**src/rtl/mesi_isc_pkg.sv**
```systemverilog
// Shared encodings and widths for the MESI intersection controller.
// Command and broadcast-type codes are fixed 3- and 2-bit values.
package mesi_isc_pkg;

    localparam int CBUS_CMD_W   = 3;
    localparam int BROAD_TYPE_W = 2;
    localparam int BROAD_ID_W   = 5;
    localparam int NUM_CPU      = 4;

    localparam logic [2:0] CBUS_CMD_NOP      = 3'd0;
    localparam logic [2:0] CBUS_CMD_WR       = 3'd1;
    localparam logic [2:0] CBUS_CMD_RD       = 3'd2;
    localparam logic [2:0] CBUS_CMD_WR_BROAD = 3'd3;
    localparam logic [2:0] CBUS_CMD_RD_BROAD = 3'd4;

    localparam logic [1:0] BROAD_TYPE_WR = 2'd1;
    localparam logic [1:0] BROAD_TYPE_RD = 2'd2;

    typedef enum logic [1:0] {
        ARB_IDLE,
        ARB_ISSUE,
        ARB_HOLD
    } arb_state_t;

endpackage

```
**src/rtl/mesi_isc_breq_rr.sv**
```systemverilog
// Combinational 4-way round-robin selector.
// Search starts at ptr and wraps; lowest offset from ptr wins.
module mesi_isc_breq_rr (
    input  logic [3:0] req,
    input  logic [1:0] ptr,
    output logic [3:0] grant,
    output logic [1:0] idx,
    output logic       valid
);

    logic [1:0] cand;

    always_comb begin
        cand  = ptr;
        idx   = ptr;
        valid = 1'b0;
        // Walk from the farthest offset down so the nearest one sticks.
        for (int i = 3; i >= 0; i--) begin
            cand = ptr + 2'(i);
            if (req[cand]) begin
                idx   = cand;
                valid = 1'b1;
            end
        end
        grant = valid ? (4'b0001 << idx) : 4'b0000;
    end

endmodule

```
**src/rtl/mesi_isc_breq_arb.sv**
```systemverilog
// Broadcast request arbiter: grants one CPU broadcast at a time,
// writes it to the broadcast FIFO and holds until the CPU drops it.
module mesi_isc_breq_arb
    import mesi_isc_pkg::*;
#(
    parameter int CBUS_CMD_WIDTH   = CBUS_CMD_W,
    parameter int BROAD_TYPE_WIDTH = BROAD_TYPE_W,
    parameter int BROAD_ID_WIDTH   = BROAD_ID_W
) (
    input  logic                        clk,
    input  logic                        rst,
    input  logic [4*CBUS_CMD_WIDTH-1:0] mbus_cmd_array_i,
    input  logic                        fifo_status_full_i,
    output logic [3:0]                  mbus_ack_array_o,
    output logic                        broad_fifo_wr_o,
    output logic [BROAD_TYPE_WIDTH-1:0] broad_type_o,
    output logic [1:0]                  broad_cpu_id_o,
    output logic [BROAD_ID_WIDTH-1:0]   broad_id_o
);

    logic [CBUS_CMD_WIDTH-1:0] cmd [NUM_CPU];
    logic [3:0]                req;

    arb_state_t                state_q, state_d;
    logic [1:0]                ptr_q, ptr_d;
    logic [BROAD_ID_WIDTH-1:0] cnt_q, cnt_d;
    logic [BROAD_ID_WIDTH-1:0] bid_q, bid_d;
    logic [BROAD_TYPE_WIDTH-1:0] typ_q, typ_d;
    logic [1:0]                cpu_q, cpu_d;
    logic                      wr_q, wr_d;
    logic [3:0]                ack_q, ack_d;

    logic [3:0]                gnt;
    logic [1:0]                gidx;
    logic                      gvld;

    always_comb begin
        for (int i = 0; i < NUM_CPU; i++) begin
            cmd[i] = mbus_cmd_array_i[i*CBUS_CMD_WIDTH +: CBUS_CMD_WIDTH];
            req[i] = (cmd[i] == CBUS_CMD_WIDTH'(CBUS_CMD_WR_BROAD)) ||
                     (cmd[i] == CBUS_CMD_WIDTH'(CBUS_CMD_RD_BROAD));
        end
    end

    mesi_isc_breq_rr u_rr (
        .req   (req),
        .ptr   (ptr_q),
        .grant (gnt),
        .idx   (gidx),
        .valid (gvld)
    );

    always_comb begin
        state_d = state_q;
        ptr_d   = ptr_q;
        cnt_d   = cnt_q;
        bid_d   = bid_q;
        typ_d   = typ_q;
        cpu_d   = cpu_q;
        wr_d    = 1'b0;
        ack_d   = 4'b0000;
        unique case (state_q)
            ARB_IDLE: begin
                if (gvld && !fifo_status_full_i) begin
                    state_d = ARB_ISSUE;
                    wr_d    = 1'b1;
                    ack_d   = gnt;
                    cpu_d   = gidx;
                    ptr_d   = gidx + 2'd1;
                    bid_d   = cnt_q;
                    typ_d   = (cmd[gidx] == CBUS_CMD_WIDTH'(CBUS_CMD_WR_BROAD))
                              ? BROAD_TYPE_WIDTH'(BROAD_TYPE_WR)
                              : BROAD_TYPE_WIDTH'(BROAD_TYPE_RD);
                end
            end
            ARB_ISSUE: begin
                state_d = ARB_HOLD;
                cnt_d   = cnt_q + BROAD_ID_WIDTH'(1);
            end
            ARB_HOLD: begin
                if (!req[cpu_q]) state_d = ARB_IDLE;
            end
            default: state_d = ARB_IDLE;
        endcase
    end

    // Outputs are registered so ISSUE values appear the cycle after the grant.
    always_ff @(posedge clk or negedge rst) begin
        if (!rst) begin
            state_q <= ARB_IDLE;
            ptr_q   <= '0;
            cnt_q   <= '0;
            bid_q   <= '0;
            typ_q   <= '0;
            cpu_q   <= '0;
            wr_q    <= 1'b0;
            ack_q   <= '0;
        end else begin
            state_q <= state_d;
            ptr_q   <= ptr_d;
            cnt_q   <= cnt_d;
            bid_q   <= bid_d;
            typ_q   <= typ_d;
            cpu_q   <= cpu_d;
            wr_q    <= wr_d;
            ack_q   <= ack_d;
        end
    end

    assign mbus_ack_array_o = ack_q;
    assign broad_fifo_wr_o  = wr_q;
    assign broad_type_o     = typ_q;
    assign broad_cpu_id_o   = cpu_q;
    assign broad_id_o       = bid_q;

endmodule

```
**config.mk**
```make
export PLATFORM = sky130hd
export DESIGN_NAME = mesi_isc_breq_arb
export DESIGN_NICKNAME = d
export VERILOG_FILES = /design/src/rtl/mesi_isc_pkg.sv /design/src/rtl/mesi_isc_breq_rr.sv /design/src/rtl/mesi_isc_breq_arb.sv
export SDC_FILE = /design/constraint.sdc
export NUM_CORES = 1
export LEC_CHECK = 0
export BUFFER_PORTS_ARGS = -buffer_cell sky130_fd_sc_hd__buf_2
export CAP_MARGIN = 20
export CORE_ASPECT_RATIO = 0.8
export CORE_UTILIZATION = 35
export DETAILED_ROUTE_END_ITERATION = 10
export HOLD_SLACK_MARGIN = 0.02
export SLEW_MARGIN = 20
export SYNTH_ARGS = -nofsm -noshare
export SYNTH_HDL_FRONTEND = slang
export SYNTH_HIERARCHICAL = 1
export SYNTH_SLANG_ARGS = --single-unit
```
**constraint.sdc**
```tcl
create_clock -name clk -period 6 [get_ports clk]
set_clock_uncertainty 0.2 [all_clocks]
set_input_delay 0.6 -clock clk [delete_from_list [all_inputs] [get_ports clk]]
set_output_delay 0.6 -clock clk [all_outputs]
set_load 0.01 [all_outputs]
```
==> impl_metrics.yaml, run 1 <==
status:
  outcome: "complete, no violations"
synthesis:
  synth_compound_area_frac: 0.1055
  synth_ff_type: "dfrtp_1"
  synthAdderAreaFrac: 0.01045
  synth_simple_gate_area_frac: 0.2853
  synth_mux_area_frac: 0.02717
  synth_warnings: 6
  synthXorXnorAreaFrac: 0.03657
  ys_seq_area_frac: 0.4807
  synth_cells: 124
  syn-cell-area_mm2: 0.001197
  synth.distinct_cells: 30
  ys_seq_elements: 23
  syn-num-nets: 140
  post_synth.cell_area_avg_um2: 9.656
  async_flop_share: 1.000
  synth_edf_count: 0
  synth_top_family_by_area: "simple AND/OR/NAND/NOR gates"
global_routing:
  overflow: 0
  grt_max_degree: 24
  antenna_found_initial: 0
  track_usage: 0.1535
  grt_pass1_vias: 880
  grt_first_pass_wirelength_mm: 4.015
route:
  wl_met3_um: 169
  first_pass_iters: 4
  drc: 0
  drt_iter0_markers: 42
  antenna_left: 0
  totalWireLength_mm: 2.377
  vias: 947
  wl_met2_mm: 1.015
  wl_met1_mm: 1.140
  via_per_inst: 4.932
  top_layer: "met4"
  wire_per_inst_um: 12.38
placed_design:
  dpl.hpwl_mm: 1.760
  gp_congestion: 0.8176
  dp_cells: 188
  portBuffers: 28
clocking:
  cts_sinks: 23
  numCtsBuffers: 3
  htreeDepth: 1
  clockBufferDepth: 2
  clk_pin_slew_worst_paths_ns: 0.08
  clockRootBuffer: "clkbuf_8"
  clk_latency_ns: 0.26
  post_cts.repair.setup_buffers: 0
  cts_hold_buf: 0
  tritoncts: "built"
  post_cts_resized: 0
timing:
  slew_viol_final: 0
  relSlewSlack: 0.3761
  hold_violations: 0
  fin_crit_ns: 3.043
  period_share: 0.5071
  setup_tns_ns: 0
  fmax_mhz: 328.6
  rsz0062_at_grt: "no"
  whs_ns: 0.09159
  setup_viol: 0
  worst_pin_slew_ns: 0.9261
worst_setup_path:
  cp_slowest_cell: "o21ai_0"
  cp-start-kind: "input pin"
  crit_required_ns: 6.01
  cp-end-kind: "flip-flop"
  path_class: "input pin to flip-flop"
  reg2regPathDepth: 6
  crit_top_cell: "nand2b_1"
  worstPathMaxFanout: 8
  critical_path.max_stage_delay_ns: 0.64
  critPathArrivalTime_ns: 3.05
  path_cells: "buf_2, nand2b_1, o21ai_0, nand2b_1, nand3_1, a22oi_1, mux4_2, nor2_2, a21o_1"
power_and_ir_drop:
  power.density_mw_per_mm2: 406.6
  leakage_nw: 0.6832
  worst_ir_drop_vdd_v: 0.0002018
layout:
  multi_input_area_um2: 556.8
  nets: 169
  register_area_um2: 575.6
  drive_above_1_share: 0.2500
  syn_to_final_growth_pct: 15.67
  antennaDiodeCount: 0
  layoutNonFillerInstCount: 192
  n_fill_cell: 319
die:
  die_h_um: 54.32
  die_w_um: 67.40
  fp-row-count: 18
  initial_core_util: 0.3771
  design.core.area_mm2: 0.003176
  dieArea_mm2: 0.003661
  pin_count: 29
hold_path:
  hold_class: "input pin to async pin"
flow_run:
  drv_cap: 0
==> critical path: cells and delay by family <==
kind | cells | cell delay (ns)
muxes | 1 | 0.59
AOI/OAI and AO/OA | 3 | 1.16
buffers and inverters | 1 | 0.10
and+or+nand+nor | 4 | 0.59
==> per-layer routing <==
layer,GRT usage,vias up
met1,0.1974,425
met4,0.08511,0
li1,-,481
met3,0.03750,5
met2,0.2383,36
met5,0,-
==> worst paths after layout <==
| kind | from | endpoint | slack [ns] |
|---|---|---|---|
| setup reg to reg | ptr_q[1]$_DFFE_PN0P_ | broad_type_o[0]$_DFFE_PN0P_ | 3.75 |
| min in group clk | broad_id_o[2]$_DFFE_PN0P_ | broad_id_o[2]$_DFFE_PN0P_ | 0.28 |
| max in group asynchronous | rst | cnt_q[1]$_DFFE_PN0N_ | 5.17 |
| hold / removal | rst | mbus_ack_array_o[3]$_DFF_PN0_ | 0.09 |
| hold reg to reg | broad_id_o[2]$_DFFE_PN0P_ | broad_id_o[2]$_DFFE_PN0P_ | 0.28 |
| setup / recovery | mbus_cmd_array_i[10] | broad_type_o[0]$_DFFE_PN0P_ | 2.96 |
==> cells by family (layout without fill, tap and decap cells) <==
| family | count (synthesis) | count (layout) |
|---|---|---|
| and+or+nand+nor | 66 | 66 |
| muxes | 2 | 2 |
| adders and majority gates | 1 | 1 |
| buffers and inverters | 7 | 35 |
| xor gates and xnor gates | 5 | 5 |
| AOI/OAI and AO/OA | 20 | 20 |
| DFF | 23 | 23 |
==> power breakdown <==
part	internal [W]	switching (W)	leakage, nW
registers	0.000212	0.0000547	0.296
clock network	0.0000464	0.0000478	0.0255
logic	0.0000913	0.000111	0.362
total	0.000350	0.000213	0.683
==> Yosys cell counts (2+ instances only) <==
| cell | instances | share of area |
|---|---|---|
| a21oi_1 | 4 | 0.017 |
| and2_1 | 4 | 0.021 |
| buf_6 | 3 | 0.028 |
| dfrtp_1 | 23 | 0.48 |
| inv_1 | 2 | 0.0063 |
| nand2_1 | 29 | 0.091 |
| nand2b_1 | 9 | 0.047 |
| nand3_1 | 2 | 0.0084 |
| nand3b_1 | 7 | 0.044 |
| nand4_1 | 2 | 0.010 |
| nor2_1 | 5 | 0.016 |
| nor2_2 | 2 | 0.010 |
| nor2b_1 | 2 | 0.010 |
| o211ai_1 | 3 | 0.019 |
| o21ai_0 | 6 | 0.025 |
| o21ai_1 | 2 | 0.0084 |
| o221a_2 | 2 | 0.019 |
| xnor2_1 | 5 | 0.037 |
==> flip-flops by register name (all words and copies together) (netlist names) <==
name              count
broad_type_o          2
cnt_q                 5
broad_cpu_id_o        2
broad_id_o            5
broad_fifo_wr_o       1
ptr_q                 2
state_q               2
mbus_ack_array_o      4
==> placed cells by master (no fill, tap or decap), types with 2 or more instances in the layout <==
cell,count
dfrtp_1,23
o21ai_0,6
o21ai_1,2
nor2_2,2
xnor2_1,5
inv_1,2
nor2_1,5
nand3b_1,7
nand2b_1,9
clkbuf_8,3
o211ai_1,3
nand3_1,2
o221a_2,2
a21oi_1,4
nor2b_1,2
buf_2,28
nand4_1,2
nand2_1,29
and2_1,4
==> area by class of cell <==
cell class,count,share of cell area
clock buffers,3,0.02981
clock inverters,1,0.003613
inverters,3,0.01174
multi-input cells,94,0.4020
flip-flops and latches,23,0.4155
well taps,40,0.03613
repair buffers,28,0.1012
==> metrics by stage <==
stage,instance area (um^2),utilization,setup slack (ns),power [W]
after floorplan,1197,-,3.239,0.0004181
after global placement,1339,0.4216,2.752,0.0004701
after detailed placement,1339,0.4216,2.688,0.0004731
after CTS,1385,0.4362,2.970,0.0005710
after global routing,1385,0.4362,2.816,0.0006143
final,1385,0.4362,2.957,0.0005632
No activity file was read; power rests on OpenSTA's default activity.
==> run 2, diff against run 1 <==
ABC_AREA = 1   (was unset)
clock period = 3 ns   (was 6 ns; I/O delays follow)
==> impl_metrics.yaml, run 2 <==
synthesis:
  yosys-top-cells-area: "dfrtp_1 (42%), nand2_1 (12%), nand2_2 (9.6%)"
  synth_edf_count: 0
  async_flop_share: 1.000
  ys_seq_elements: 23
  synthXorXnorAreaFrac: 0.02564
  synth.most_common_cell: "nand2_1"
  synth_cells: 179
  synth_compound_area_frac: 0.05220
  synth_mux_area_frac: 0
  synth_warnings: 6
  netlist.area_leader.share: 0.4212
  synth_top_family_by_area: "simple AND/OR/NAND/NOR gates"
  syn-num-nets: 195
  synth_simple_gate_area_frac: 0.3810
  post_synth.cell_area_avg_um2: 7.633
  synth_ff_type: "dfrtp_1"
  syn-cell-area_mm2: 0.001366
  synth.distinct_cells: 22
  synth_top_cells_by_count: "nand2_1 (42), inv_1 (24), nand3_1 (24)"
  ys_seq_area_frac: 0.4212
  synthAdderAreaFrac: 0.009158
  synth_area_leader_cell: "dfrtp_1"
timing:
  period_share: 0.7211
  whs_ns: 0.2646
  setup_tns_ns: 0
  fin_crit_ns: 2.163
  worst_slack_ns: 0.8368
  worst_pin_slew_ns: 0.5047
  fmax_mhz: 462.3
  relSlewSlack: 0.6635
  slew_viol_final: 0
  setup_viol: 0
  hold_violations: 0
  rsz0062_at_grt: "no"
clocking:
  numCtsBuffers: 3
  clk_latency_ns: 0.26
  tritoncts: "built"
  clockBufferDepth: 2
  clk_pin_slew_worst_paths_ns: 0.08
  cts_sinks: 23
  post_cts.repair.setup_buffers: 0
  clockRootBuffer: "clkbuf_8"
  htreeDepth: 1
placed_design:
  portBuffers: 28
  dpl.hpwl_mm: 1.984
  gp_congestion: 0.7937
  placed_cell_area_mm2: 0.001549
  place_ws_ns: 0.7853
layout:
  nets: 227
  register_area_um2: 575.6
  post-route-util: 0.4472
  n_fill_cell: 374
  final_common_cell: "nand2_1"
  post-route-cell-area_mm2: 0.001605
  multi_input_area_um2: 639.4
  final_cell_mix: "nand2_1 (42), buf_2 (28), inv_1 (24), nand3_1 (24), dfrtp_1 (23)"
  syn_to_final_growth_pct: 17.49
  antennaDiodeCount: 0
  drive_above_1_share: 0.3238
die:
  dieArea_mm2: 0.004159
  die_w_um: 71.86
  fp-row-count: 19
  pin_count: 29
  design.core.area_mm2: 0.003590
  initial_core_util: 0.3806
  die_h_um: 57.89
global_routing:
  antenna_found_initial: 0
  overflow: 0
  track_usage: 0.1287
  grt_max_degree: 24
  grt_first_pass_wirelength_mm: 4.119
  grt_pass1_vias: 904
power_and_ir_drop:
  worst_ir_drop_vdd_v: 0.0003614
  leakage_nw: 0.9101
  power.density_mw_per_mm2: 1089
route:
  first_pass_iters: 4
  wire_per_inst_um: 9.573
  totalWireLength_mm: 2.508
  drc: 0
  antenna_left: 0
  vias: 1091
  drt_iter0_markers: 70
  via_per_inst: 4.164
worst_setup_path:
  critPathArrivalTime_ns: 2.11
  worstPathMaxFanout: 19
  crit_required_ns: 2.95
  cp-start-kind: "flip-flop"
  path_class: "flip-flop to flip-flop"
  cp-end-kind: "flip-flop"
flow_run:
  drv_cap: 0
status:
  outcome: "complete, no violations"
hold_path:
  hold_class: "flip-flop to flip-flop"
-- run 2: layout make-up --
class                   count  share of cell area
clock buffers               3             0.02572
inverters                  31             0.08028
multi-input cells         123              0.3983
well taps                  52             0.04053
repair buffers             29             0.09353
flip-flops and latches     23              0.3585
clock inverters             1            0.003118
-- run 2: worst max-delay path: stages, from the launching register on --
cell      delay (ns)
dfrtp_1         0.61
inv_8           0.08
nand2_2         0.07
nand2_2         0.06
nand2_2         0.09
nand2_2         0.06
inv_2           0.07
nand4_1         0.19
nand3_4         0.29
clkinv_4        0.13
nand3_1         0.10
o211ai_2        0.09
-- run 2: through the flow --
stage	cells	total power [W]
2_1_floorplan	179	0.001360
4_1_cts	262	0.001768
6_report	262	0.001748
3_5_place_dp	257	0.001570
3_3_place_gp	257	0.001577
5_1_grt	262	0.001927
-- run 2: kinds of logic after synthesis --
family	count (synthesis)
AO/OA/AOI/OAI	10
AND/OR/NAND/NOR	108
flip-flops	23
adder cells (fa/ha/maj)	1
XOR/XNOR	4
buffers and inverters	33
-- run 2: what timing repair did --
item | 4_1_cts | 5_1_grt
endpoints found under the hold margin | 23 | 0
gates resized for setup | 0 | 0
hold buffers | 1 | 0
-- run 2: power by group --
group / total (W) / internal, W / switching, W / leakage, nW
Clock: 0.000191 / 0.0000927 / 0.0000984 / 0.0255
Combinational: 0.000996 / 0.000356 / 0.000640 / 0.594
Sequential: 0.000560 / 0.000450 / 0.000110 / 0.291
-- run 2: final timing paths --
kind	start	endpoint	slack [ns]	cells after the start
setup / recovery	ptr_q[0]$_DFFE_PN0P_	ptr_q[1]$_DFFE_PN0P_	0.84	11
hold / removal	cnt_q[3]$_DFFE_PN0N_	cnt_q[3]$_DFFE_PN0N_	0.26	1
setup reg to reg	ptr_q[0]$_DFFE_PN0P_	ptr_q[1]$_DFFE_PN0P_	0.84	11
hold reg to reg	cnt_q[3]$_DFFE_PN0N_	cnt_q[3]$_DFFE_PN0N_	0.26	1
max in group asynchronous	rst	state_q[1]$_DFFE_PN0P_	1.93	2
min in group asynchronous	rst	broad_id_o[3]$_DFFE_PN0P_	0.33	2
-- run 2: per-layer routing --
| metal | global-route usage | vias to the layer above | routed length (um) |
|---|---|---|---|
| met5 | 0 | - | 0 |
| met2 | 0.1779 | 23 | 963 |
| li1 | - | 616 | - |
| met1 | 0.2029 | 452 | 1415 |
| met3 | 0.03652 | 0 | 129 |
| met4 | 0.01681 | 0 | 0 |
==> run 3, diff against run 2 <==
clock period = 2.2 ns   (was 3 ns; I/O delays follow)
==> impl_metrics.yaml, run 3 (synthesis results as in run 2) <==
route:
  wire_per_inst_um: 9.403
  drt_iter0_markers: 52
  first_pass_iters: 4
  vias: 1140
  via_per_inst: 4.335
  drc: 0
  totalWireLength_mm: 2.473
  antenna_left: 0
layout:
  n_fill_cell: 361
  final_common_cell: "nand2_1"
  layoutNonFillerInstCount: 263
  drive_above_1_share: 0.3318
  nets: 228
  syn_to_final_growth_pct: 18.32
  final_cell_mix: "nand2_1 (42), buf_2 (28), inv_1 (24), nand3_1 (24), dfrtp_1 (22)"
  antennaDiodeCount: 0
global_routing:
  antenna_found_initial: 0
  grt_max_degree: 24
  overflow: 0
  grt_first_pass_wirelength_mm: 4.243
  grt_pass1_vias: 979
  track_usage: 0.1311
power_and_ir_drop:
  leakage_nw: 0.9099
  p_comb_frac: 0.575
  power.density_mw_per_mm2: 1489
  switching_share: 0.4834
  worst_ir_drop_vdd_v: 0.0007699
  p_int_w: 0.001243
  p_sw_w: 0.001163
  pwr-share-clk: 0.108
  pwr-share-seq: 0.317
  power.total_w: 0.002407
clocking:
  tritoncts: "built"
  clockBufferDepth: 2
  post_cts.repair.setup_buffers: 0
  htreeDepth: 1
  clk_latency_ns: 0.26
  clk_pin_slew_worst_paths_ns: 0.08
  cts_sinks: 23
  numCtsBuffers: 3
  clockRootBuffer: "clkbuf_8"
placed_design:
  dp_cells: 258
  gp_congestion: 0.8196
  dpl.hpwl_mm: 1.938
  portBuffers: 28
timing:
  setup_tns_ns: 0
  setup_viol: 0
  whs_ns: 0.1483
  fin_crit_ns: 1.987
  worst_pin_slew_ns: 0.4881
  relSlewSlack: 0.6746
  period_share: 0.9030
  hold_violations: 0
  fmax_mhz: 503.4
  rsz0062_at_grt: "no"
  slew_viol_final: 0
hold_path:
  hold_class: "input pin to flip-flop"
die:
  die_w_um: 71.86
  design.core.area_mm2: 0.003590
  fp-row-count: 19
  initial_core_util: 0.3806
  die_h_um: 57.89
  dieArea_mm2: 0.004159
  pin_count: 29
worst_setup_path:
  worstPathMaxFanout: 12
  cp-end-kind: "flip-flop"
  crit_required_ns: 2.15
  cp-start-kind: "flip-flop"
  critPathArrivalTime_ns: 1.94
  path_class: "flip-flop to flip-flop"
flow_run:
  drv_cap: 0
status:
  outcome: "complete, no violations"
## run 3: stage by stage
| step | setup WS (ns) | area (um^2) | util |
|---|---|---|---|
| 2_1_floorplan | 0.3881 | 1366 | - |
| 3_3_place_gp | 0.1110 | 1556 | 0.4336 |
| 3_5_place_dp | 0.1162 | 1556 | 0.4336 |
| 4_1_cts | 0.1032 | 1615 | 0.4500 |
| 5_1_grt | 0.02790 | 1617 | 0.4503 |
| 6_report | 0.2135 | 1617 | 0.4503 |
## run 3: final timing paths
path | from | end | slack, ns | depth (start not counted)
setup / recovery | ptr_q[0]$_DFFE_PN0P_ | ptr_q[1]$_DFFE_PN0P_ | 0.21 | 11
hold / removal | fifo_status_full_i | state_q[0]$_DFFE_PN0P_ | 0.15 | 4
setup reg to reg | ptr_q[0]$_DFFE_PN0P_ | ptr_q[1]$_DFFE_PN0P_ | 0.21 | 11
hold reg to reg | cnt_q[3]$_DFFE_PN0N_ | cnt_q[3]$_DFFE_PN0N_ | 0.27 | 1
max in group asynchronous | rst | ptr_q[0]$_DFFE_PN0P_ | 1.20 | 2
min in group asynchronous | rst | cnt_q[1]$_DFFE_PN0N_ | 0.25 | 2
## run 3: power groups by stage
stage                     Clock [W]  Sequential, W  Combinational [W]
after global routing       0.000284       0.000786            0.00157
after global placement            0       0.000773            0.00138
after floorplan                   0       0.000779            0.00108
after detailed placement          0       0.000771            0.00138
final                      0.000260       0.000763            0.00138
after CTS                  0.000267       0.000762            0.00139
## run 3: cell type report
cell class / count / area, um^2 / share of cell area
Clock inverter: 1 / 7.507 / 0.004644
Inverter: 31 / 128.9 / 0.07972
Clock buffer: 3 / 41.29 / 0.02554
Timing Repair Buffer: 30 / 157.7 / 0.09752
Tap cell: 52 / 65.06 / 0.04025
Multi-Input combinational cell: 123 / 639.4 / 0.3955
Sequential cell: 23 / 576.8 / 0.3568
## run 3: critical path, stage by stage (launching register included)
cell      delay [ns]
dfrtp_2         0.51
inv_8           0.07
nand2_2         0.06
nand2_2         0.06
nand2_2         0.10
nand2_2         0.06
inv_2           0.07
nand4_1         0.20
nand3_4         0.24
clkinv_4        0.11
nand3_1         0.09
o211ai_2        0.08
## run 3: repair_timing
item	in CTS	in global routing
resized for setup	0	1
hold buffers	1	0
setup endpoints to repair	0	13
hold endpoints to repair	23	0
## run 3: per-layer routing
metal / part of all wire / vias up / global-route usage
met5: 0 / - / 0
met4: 0.013 / 0 / 0.04202
met3: 0.042 / 5 / 0.03130
met2: 0.39 / 27 / 0.1900
met1: 0.55 / 483 / 0.1927
li1: - / 625 / -
